## src/rtl/rtype_issue_ctrl_pkg.sv

```systemverilog
// Shared constants, FSM state type and instruction decoder for the R-type issue controller.
package rtype_issue_ctrl_pkg;

  localparam logic [6:0] OPC_RTYPE = 7'b0110011;

  localparam logic [2:0] F3_ADD_SUB = 3'b000;
  localparam logic [2:0] F3_AND     = 3'b111;
  localparam logic [2:0] F3_OR      = 3'b110;

  localparam logic [6:0] F7_BASE = 7'b0000000;
  localparam logic [6:0] F7_SUB  = 7'b0100000;

  localparam logic [3:0] ALU_AND = 4'b0000;
  localparam logic [3:0] ALU_OR  = 4'b0001;
  localparam logic [3:0] ALU_ADD = 4'b0010;
  localparam logic [3:0] ALU_SUB = 4'b0110;

  typedef enum logic [0:0] {
    StIdle  = 1'b0,
    StIssue = 1'b1
  } state_e;

  typedef struct packed {
    logic       legal;
    logic [3:0] ctl;
  } dec_t;

  // Anything outside the four supported R-type operations comes back with legal=0.
  function automatic dec_t decode(input logic [31:0] instr);
    dec_t d;
    d.legal = 1'b0;
    d.ctl   = ALU_AND;
    if (instr[6:0] == OPC_RTYPE) begin
      case ({instr[31:25], instr[14:12]})
        {F7_BASE, F3_ADD_SUB}: begin d.legal = 1'b1; d.ctl = ALU_ADD; end
        {F7_SUB,  F3_ADD_SUB}: begin d.legal = 1'b1; d.ctl = ALU_SUB; end
        {F7_BASE, F3_AND}:     begin d.legal = 1'b1; d.ctl = ALU_AND; end
        {F7_BASE, F3_OR}:      begin d.legal = 1'b1; d.ctl = ALU_OR;  end
        default:               d.legal = 1'b0;
      endcase
    end
    return d;
  endfunction

endpackage

```

## src/rtl/rtype_issue_ctrl_instr_fifo.sv

```systemverilog
// Instruction FIFO with registered full/empty flags. Reads are combinational from the head
// entry, but since empty is registered a word written at one edge is not visible as a pop
// candidate until the next edge.
module rtype_issue_ctrl_instr_fifo #(
  parameter int unsigned DEPTH = 4,
  parameter int unsigned WIDTH = 32
) (
  input  logic             clk,
  input  logic             rst,
  input  logic             i_push,
  input  logic [WIDTH-1:0] i_wdata,
  input  logic             i_pop,
  output logic [WIDTH-1:0] o_rdata,
  output logic             o_full,
  output logic             o_empty
);

  localparam int unsigned AW = $clog2(DEPTH);
  localparam logic [AW:0] FULL_CNT = (AW + 1)'(DEPTH);

  logic [WIDTH-1:0] r_mem [DEPTH];
  logic [AW-1:0]    r_wptr;
  logic [AW-1:0]    r_rptr;
  logic [AW:0]      r_cnt;
  logic [AW:0]      w_cnt_d;
  logic             r_full;
  logic             r_empty;
  logic             w_push;
  logic             w_pop;

  // Full/empty gate the requests so the pointers can never over- or under-run.
  always_comb begin
    w_push  = i_push & ~r_full;
    w_pop   = i_pop & ~r_empty;
    w_cnt_d = r_cnt;
    if (w_push && !w_pop) begin
      w_cnt_d = r_cnt + (AW + 1)'(1);
    end else if (!w_push && w_pop) begin
      w_cnt_d = r_cnt - (AW + 1)'(1);
    end
  end

  // Pointers, occupancy and the registered flags.
  always_ff @(posedge clk or negedge rst) begin
    if (!rst) begin
      r_wptr  <= '0;
      r_rptr  <= '0;
      r_cnt   <= '0;
      r_full  <= 1'b0;
      r_empty <= 1'b1;
    end else begin
      if (w_push) r_wptr <= r_wptr + AW'(1);
      if (w_pop)  r_rptr <= r_rptr + AW'(1);
      r_cnt   <= w_cnt_d;
      r_full  <= (w_cnt_d == FULL_CNT);
      r_empty <= (w_cnt_d == '0);
    end
  end

  // Storage array; contents are don't-care while empty, so no reset.
  always_ff @(posedge clk) begin
    if (w_push) r_mem[r_wptr] <= i_wdata;
  end

  assign o_rdata = r_mem[r_rptr];
  assign o_full  = r_full;
  assign o_empty = r_empty;

endmodule

```

## src/rtl/rtype_issue_ctrl.sv

```systemverilog
// Issue controller: buffers R-type words, decodes them and drives a one-cycle command to the
// regfile+ALU datapath per instruction, tracking retire count, zero flag and illegal status.
module rtype_issue_ctrl
  import rtype_issue_ctrl_pkg::*;
#(
  parameter int unsigned DEPTH = 4,
  parameter int unsigned CNT_W = 16
) (
  input  logic             clk,
  input  logic             rst,
  input  logic             in_valid,
  output logic             in_ready,
  input  logic [31:0]      in_instr,
  input  logic             stall,
  input  logic             zero,
  output logic [4:0]       rr1,
  output logic [4:0]       rr2,
  output logic [4:0]       wr,
  output logic             rw,
  output logic [3:0]       ctl,
  output logic             last_zero,
  output logic             busy,
  output logic             illegal,
  output logic [CNT_W-1:0] retired_count
);

  logic             w_fifo_full;
  logic             w_fifo_empty;
  logic [31:0]      w_fifo_rdata;
  logic             w_pop;
  dec_t             w_dec;
  state_e           r_state;
  state_e           w_state_d;
  logic [4:0]       r_rr1;
  logic [4:0]       r_rr2;
  logic [4:0]       r_wr;
  logic             r_rw;
  logic [3:0]       r_ctl;
  logic             r_cur_legal;
  logic             r_last_zero;
  logic             r_illegal;
  logic [CNT_W-1:0] r_retired;

  assign w_pop = ~w_fifo_empty & ~stall;

  rtype_issue_ctrl_instr_fifo #(
    .DEPTH (DEPTH),
    .WIDTH (32)
  ) u_instr_fifo (
    .clk     (clk),
    .rst     (rst),
    .i_push  (in_valid),
    .i_wdata (in_instr),
    .i_pop   (w_pop),
    .o_rdata (w_fifo_rdata),
    .o_full  (w_fifo_full),
    .o_empty (w_fifo_empty)
  );

  assign w_dec = decode(w_fifo_rdata);

  // FSM state register.
  always_ff @(posedge clk or negedge rst) begin
    if (!rst) r_state <= StIdle;
    else      r_state <= w_state_d;
  end

  // Next state: every pop starts (or continues) an issue cycle.
  always_comb begin
    w_state_d = r_state;
    unique case (r_state)
      StIdle:  if (w_pop) w_state_d = StIssue;
      StIssue: w_state_d = w_pop ? StIssue : StIdle;
      default: w_state_d = StIdle;
    endcase
  end

  // FSM-derived status outputs.
  always_comb begin
    busy     = ~w_fifo_empty | (r_state == StIssue);
    in_ready = ~w_fifo_full;
  end

  // Command registers, loaded on the pop edge so they are valid during the issue cycle.
  always_ff @(posedge clk or negedge rst) begin
    if (!rst) begin
      r_rr1       <= '0;
      r_rr2       <= '0;
      r_wr        <= '0;
      r_rw        <= 1'b0;
      r_ctl       <= '0;
      r_cur_legal <= 1'b0;
      r_illegal   <= 1'b0;
    end else begin
      r_rw        <= 1'b0;
      r_cur_legal <= 1'b0;
      if (w_pop) begin
        if (w_dec.legal) begin
          r_rr1       <= w_fifo_rdata[19:15];
          r_rr2       <= w_fifo_rdata[24:20];
          r_wr        <= w_fifo_rdata[11:7];
          r_ctl       <= w_dec.ctl;
          r_rw        <= (w_fifo_rdata[11:7] != 5'd0);
          r_cur_legal <= 1'b1;
        end else begin
          // Dropped word leaves the previous command fields untouched.
          r_illegal <= 1'b1;
        end
      end
    end
  end

  // Retire bookkeeping at the end of a legal issue cycle, when zero is valid.
  always_ff @(posedge clk or negedge rst) begin
    if (!rst) begin
      r_last_zero <= 1'b0;
      r_retired   <= '0;
    end else if ((r_state == StIssue) && r_cur_legal) begin
      r_last_zero <= zero;
      r_retired   <= r_retired + CNT_W'(1);
    end
  end

  assign rr1           = r_rr1;
  assign rr2           = r_rr2;
  assign wr            = r_wr;
  assign rw            = r_rw;
  assign ctl           = r_ctl;
  assign last_zero     = r_last_zero;
  assign illegal       = r_illegal;
  assign retired_count = r_retired;

endmodule
```

## config.mk

```make
export PLATFORM = sky130hd
export DESIGN_NAME = rtype_issue_ctrl
export DESIGN_NICKNAME = d
export VERILOG_FILES = /design/src/rtl/rtype_issue_ctrl_pkg.sv /design/src/rtl/rtype_issue_ctrl_instr_fifo.sv /design/src/rtl/rtype_issue_ctrl.sv
export SDC_FILE = /design/constraint.sdc
export NUM_CORES = 1
export LEC_CHECK = 0
export BUFFER_PORTS_ARGS = -buffer_cell sky130_fd_sc_hd__buf_2
export CAP_MARGIN = 20
export CORE_MARGIN = 2
export CORE_UTILIZATION = 45
export CTS_CLUSTER_DIAMETER = 40
export DETAILED_ROUTE_END_ITERATION = 10
export MAX_ROUTING_LAYER = met4
export SYNTH_ARGS = -nofsm -noshare
export SYNTH_HDL_FRONTEND = slang
export SYNTH_SLANG_ARGS = --single-unit
```

## constraint.sdc

```tcl
create_clock -name clk -period 3.5 [get_ports clk]
set_input_delay 0.35 -clock clk [delete_from_list [all_inputs] [get_ports clk]]
set_output_delay 0.35 -clock clk [all_outputs]
set_load 0.05 [all_outputs]
```

* Word-level counts from Yosys, hierarchy flattened
Memories as Yosys holds them, arrays and structs flattened.
Index checks and enable logic that the tools add are counted.
** Word-level totals
- Bits in registers :: 49
- Memory bits (writable) :: 128
- Input bits :: 37
- Logic and storage cells :: 57
- Memories :: 1
** Operators by class
- Add/subtract/negate cells :: 5
- Eq/ne operators :: 5
- Multiplexer cells :: 12
- Bitwise logic cells :: 8
- Reduce and logical (&&, ||, !) cells :: 11
** Memory list
- u_instr_fifo.r_mem :: depth 4, bits a word 32, rd ports 1, clocked after memory_dff 0, write ports 1, line rtype_issue_ctrl_instr_fifo.sv:21 : logic [WIDTH-1:0] r_mem [DEPTH];
** Operators by type and width (count)
- == test 10 x 3 -> 1 bit, second input constant :: 2
- adder 16 x 1 -> 16 bit, second input constant :: 1
- == test 10 x 9 -> 1 bit, second input constant :: 1
- logical NOT 10 bit :: 1
- case mux 3 bit (3 select lines) :: 1
- two-way mux 1 bit :: 8
- == test 7 x 6 -> 1 bit, second input constant :: 1
- two-way mux 3 bit :: 2
- two-way mux 5 bit :: 1
- nonzero test 5 bit :: 1
- adder 2 x 1 -> 2 bit, second input constant :: 2
- inverter 1 bit :: 4
- AND reduction 2 bit :: 2
- OR reduction 4 bit :: 1
- adder 3 x 1 -> 3 bit, second input constant :: 1
- bitwise AND 1 bit :: 3
- == test 3 bit, second input constant :: 1
- logical AND 1 bit :: 3
- logical NOT 3 bit :: 1
- subtractor 3 x 1 -> 3 bit, second input constant :: 1
- logical NOT 1 bit :: 2
- bitwise OR 1 bit :: 1

* Logic depth before layout (Yosys ltp)
- Word-level depth :: 7
- Mapped depth :: 8
- Mapped depth without buffers :: 6

* Modules after synthesis
A second synthesis with hierarchy kept.
** Unflattened totals
- Cells, all modules :: 346
- Area total of the unflattened synthesis :: 6946.7 um2
** Modules (own cells, without submodules)
- rtype_issue_ctrl_instr_fifo :: times used 1, cells each 221, area each 5227.5 um2
- rtype_issue_ctrl :: times used 1, cells each 125, area each 1719.1 um2

* Worst setup path before layout
Ideal clock, no wire load.
- Path type :: register to register
- Start point :: reg u_instr_fifo.r_rptr[0]
- End point :: reg r_ctl[0], in the netlist ctl[0]
- Library setup time :: 0.125 ns
- Data arrival time :: 2.298 ns
- Required time :: 3.375 ns
- Setup slack :: 1.077 ns
- Stages on the path, launching flop included :: 8
- Buffers on the path :: 2
- Clock period less this slack :: 2.423 ns
- Cells stage by stage :: dfrtp_1 > buf_6 > mux4_2 > or3_1 > a21oi_2 > o2111ai_4 > buf_6 > mux2_4
** Between the ends
- Word-level cells in the longest chain between the ends :: 6
- Elaborated cells on any way between the ends :: 11
** Ends and longest elaborated chain
- start: declaration :: line rtype_issue_ctrl_instr_fifo.sv:23 : logic [AW-1:0] r_rptr;
- start signal: assignment :: line rtype_issue_ctrl_instr_fifo.sv:53 : if (w_pop) r_rptr <= r_rptr + AW'(1);
- memory (4 x 32 bit) *
- == test 10 x 3 -> 1 bit (tied with other cells) :: line rtype_issue_ctrl_pkg.sv:34 : case ({instr[31:25], instr[14:12]})
- OR reduction 4 bit (no source line)
- two-way mux 1 bit :: line rtype_issue_ctrl_pkg.sv:34
- two-way mux 5 bit * :: line rtype_issue_ctrl_pkg.sv:33 : if (instr[6:0] == OPC_RTYPE) begin
- AND reduction 2 bit (no source line)
- end signal: assignment :: line rtype_issue_ctrl.sv:102 : r_ctl <= w_dec.ctl;
- end: declaration :: line rtype_issue_ctrl.sv:38 : logic [3:0] r_ctl;
Mark *: on every way between the ends. The rest lies on a longest branch, timed or not.
A chain may end at the register's enable or synchronous reset.

* Worst setup path in the final report
- Start point :: reg u_instr_fifo.r_rptr[0]
- End point :: reg r_rr1[2], in the netlist rr1[2]
** Between the ends
- Word-level cells in the longest chain between the ends :: 6
- Elaborated cells on any way between the ends :: 10
** Ends and longest elaborated chain
- memory (4 x 32 bit) *
- == test 10 x 3 -> 1 bit (tied with other cells) :: line rtype_issue_ctrl_pkg.sv:34
- OR reduction 4 bit (no source line)
- two-way mux 1 bit :: line rtype_issue_ctrl_pkg.sv:34
- two-way mux 5 bit :: line rtype_issue_ctrl_pkg.sv:33
- AND reduction 2 bit (no source line)
- end signal: assignment :: line rtype_issue_ctrl.sv:99 : r_rr1 <= w_fifo_rdata[19:15];
- end: declaration :: line rtype_issue_ctrl.sv:34 : logic [4:0] r_rr1;
Marks and branches as above.

==> flow_metrics.env <==
export IMPL_status="complete, no violations"
export IMPL_max_stage_delay_ns=0.55
export IMPL_use_met3=0.04588
export IMPL_max_slew_worst_pin_slew_ns=0.8062
export IMPL_routed_wirelength_mm=11.79
export IMPL_swShare=0.2678
export IMPL_rr_worst_depth=6
export IMPL_viasPerCell=5.182
export IMPL_cts_setup_buffers=0
export IMPL_grt_max_degree=33
export IMPL_clock_sinks=176
export IMPL_wl_per_cell_microns=18.47
export IMPL_post_route_cell_area_sq_mm=0.007830
export IMPL_power_density_mw_per_mm2=700.0
export IMPL_slew_viol_final=0
export IMPL_h_tree_depth=4
export IMPL_intPower_w=0.004013
export IMPL_pwr_share_comb=0.185
export IMPL_synth_edf_count=128
export IMPL_track_usage=0.1628
export IMPL_synthCells=345
export IMPL_core_sq_mm=0.01453
export IMPL_postCtsHoldBufs=0
export IMPL_power_switching_w=0.001468
export IMPL_ir_worst_vdd_uv=446.6
export IMPL_die_y_microns=126.0
export IMPL_yosysTopAreaCellShare=0.5741
export IMPL_setup_viol_count_final=0
export IMPL_grt_overflow_total=0
export IMPL_cp_data_arrival_time_ns=3.27
export IMPL_ys_flop_type="edfxtp_1"
export IMPL_required_ns=3.79
export IMPL_top_usage_layer="met2"
export IMPL_num_nets_final=485
export IMPL_crit_type="flop to flop"
export IMPL_crit_buf_inv=1
export IMPL_cp_depth=6
export IMPL_synthArstFlopShare=0.2727
export IMPL_portBuffers=75
export IMPL_yosysWarnings=0
export IMPL_initial_core_util=0.4607
export IMPL_synthMuxAreaShare=0.1075
export IMPL_drt_pass1_iterations=4
export IMPL_clk_path_buf_depth=2
export IMPL_seqPwrFrac=0.499
export IMPL_synth_seq_cells=176
export IMPL_dp_hpwl_mm=7.669
export IMPL_skew_ns=0.01148
export IMPL_cts_tree="done"
export IMPL_yosys_area_share_simple=0.05980
export IMPL_grt_use_met1=0.2063
export IMPL_worst_setup_path_end_kind="flop"
export IMPL_drc_errors=0
export IMPL_critPathTopFamily="multiplexers"
export IMPL_rsz0062_at_grt="no"
export IMPL_synth_area_leaders="edfxtp_1 (57%), dfrtp_1 (18%), mux4_2 (4.0%)"
export IMPL_syn_area_per_cell_sq_um=19.41
export IMPL_grt_pass1_wl_mm=18.78
export IMPL_antenna_cells=0
export IMPL_place_area_sq_mm=0.007286
export IMPL_clock_latency_ns=0.42
export IMPL_grt_pass1_vias=3499
export IMPL_fillerInstances=1164
export IMPL_ant_nets=0
export IMPL_max_slew_margin=0.4623
export IMPL_met2_usage=0.2571
export IMPL_cts_made_buffers=17
export IMPL_ios=77
export IMPL_first_iter_violations=123
export IMPL_die_area_sq_mm=0.01587
export IMPL_area_growth_pct=16.95
export IMPL_cts_resized=0
export IMPL_fin_tns_setup_ns=0
export IMPL_clk_pin_slew_ns=0.06
export IMPL_synth_top_family_by_area="multiplexers"
export IMPL_cts_root_buf="clkbuf_16"
export IMPL_power_leakage_nw=3.140
export IMPL_max_freq_ghz=0.3359
export IMPL_p_clk_frac=0.316
export IMPL_worst_setup_path_start_kind="flop"
export IMPL_synth_adder_area_share=0.01308
export IMPL_ys_seq_area_frac=0.7537
export IMPL_gp_congestion=0.7448
export IMPL_crit_chain="buf_4 -> mux4_2 -> or3_1 -> a21oi_2 -> o2111ai_4 -> mux2_4"
export IMPL_maxCapViolCount=0
export IMPL_syn_num_nets=389
export IMPL_rows=44
export IMPL_die_w_microns=126.0
export IMPL_min_path_type="input port to asynchronous set/reset pin"
export IMPL_final_layout_size_suffix_gt1_frac=0.3326
export IMPL_synth_largest_area_cell="edfxtp_1"
export IMPL_critPathSlowestCell="dfrtp_1"
export IMPL_fin_crit_ns=2.977
export IMPL_synth_most_common_cell="edfxtp_1"
export IMPL_netlist_area_sq_mm=0.006695
export IMPL_vias=3306
export IMPL_hold_viol_final=0
export IMPL_synth_xor_area_frac=0.02616
export IMPL_crit_fanout=19
export IMPL_antenna_found_initial=0
export IMPL_ys_top_cells_by_count="edfxtp_1 (128), dfrtp_1 (47), xnor2_1 (13)"
export IMPL_synth_distinct_cells=50
export IMPL_synth_compound_area_frac=0.02018
export IMPL_fin_crit_sh=0.8505
metrics by stage:
step,util,std cells,power (W),setup WS [ns],hold slack [ns]
6_report,0.5387,638,0.005481,0.5231,0.01668
5_1_grt,0.5387,638,0.005753,0.3746,0.06842
4_1_cts,0.5387,638,0.005558,0.4800,0.02519
3_5_place_dp,0.5013,606,0.003815,0.4947,0.4416
3_3_place_gp,0.5013,606,0.003776,0.5932,0.4427
2_1_floorplan,-,345,0.003541,1.077,0.05441
cell type report:
cell class / count / area [sq um] / share of cell area
clock inverters: 14 / 115.1 / 0.01470
well taps: 184 / 230.2 / 0.02940
repair buffers: 86 / 457.9 / 0.05849
inverters: 8 / 30.03 / 0.003835
multi-input cells: 152 / 1521 / 0.1943
flip-flops and latches: 176 / 5046 / 0.6445
clock buffers: 18 / 429.2 / 0.05481
cells in the final DEF, fill, tap and decap left out, types with 8 or more instances in the layout:
| master | synthesis | final |
|---|---|---|
| buf_2 | 0 | 75 |
| buf_4 | 1 | 11 |
| clkbuf_16 | 0 | 17 |
| dfrtp_1 | 47 | 47 |
| edfxtp_1 | 128 | 128 |
| inv_1 | 8 | 8 |
| mux2_2 | 11 | 11 |
| mux4_1 | 8 | 8 |
| mux4_2 | 12 | 12 |
| nand2_1 | 12 | 12 |
| nor2_1 | 12 | 12 |
| xnor2_1 | 13 | 13 |
per-layer routing:
layer  up-vias  wire length, microns
met3        11                   600
met2        87                  5836
li1       1534                     -
met4         0                   129
met1      1674                  5220
met5         -                     0
cell families (layout without fill, tap and decap cells):
group / after synthesis / after routing
compound gates: 16 / 16
xor+xnor: 20 / 20
fa+ha+maj: 7 / 7
buf+inv: 17 / 126
flops: 176 / 176
mux: 39 / 39
other cells: 1 / 1
simple gates: 69 / 69
flip-flops by register name (all words and copies together), names as in the netlist:
signal and cells:
r_cur_legal 1, u_instr_fifo.o_empty 1, wr 5, u_instr_fifo.r_cnt 3, last_zero 1, u_instr_fifo.r_mem 128
ctl 3, rw 1, u_instr_fifo.o_full 1, retired_count 16, r_state 1, illegal 1
rr2 5, u_instr_fifo.r_rptr 2, rr1 5, u_instr_fifo.r_wptr 2
worst register-to-register path, cell delays in order (launching register included):
cell and delay [ns]:
dfrtp_1 0.55, buf_4 0.25, mux4_2 0.55, or3_1 0.38
a21oi_2 0.22, o2111ai_4 0.44, mux2_4 0.47
power groups by stage:
stage	Clock, W	Sequential, W	Combinational (W)
global route	0.00187	0.00277	0.00111
floorplan	0	0.00274	0.000803
CTS	0.00178	0.00274	0.00104
finish	0.00173	0.00274	0.00101
global placement	0	0.00277	0.00101
detailed placement	0	0.00278	0.00103
final timing paths:
path	startpoint	to	slack, ns
max	u_instr_fifo.r_rptr[0]	rr1[2]	0.52
min	rst	u_instr_fifo.o_full	0.02
max reg2reg	u_instr_fifo.r_rptr[0]	rr1[2]	0.52
min reg2reg	illegal	illegal	0.45
max in group asynchronous	rst	retired_count[12]	2.74
min in group clk	in_instr[11]	u_instr_fifo.r_mem[0][11]	0.15
No activity file was read; power rests on OpenSTA's default activity.
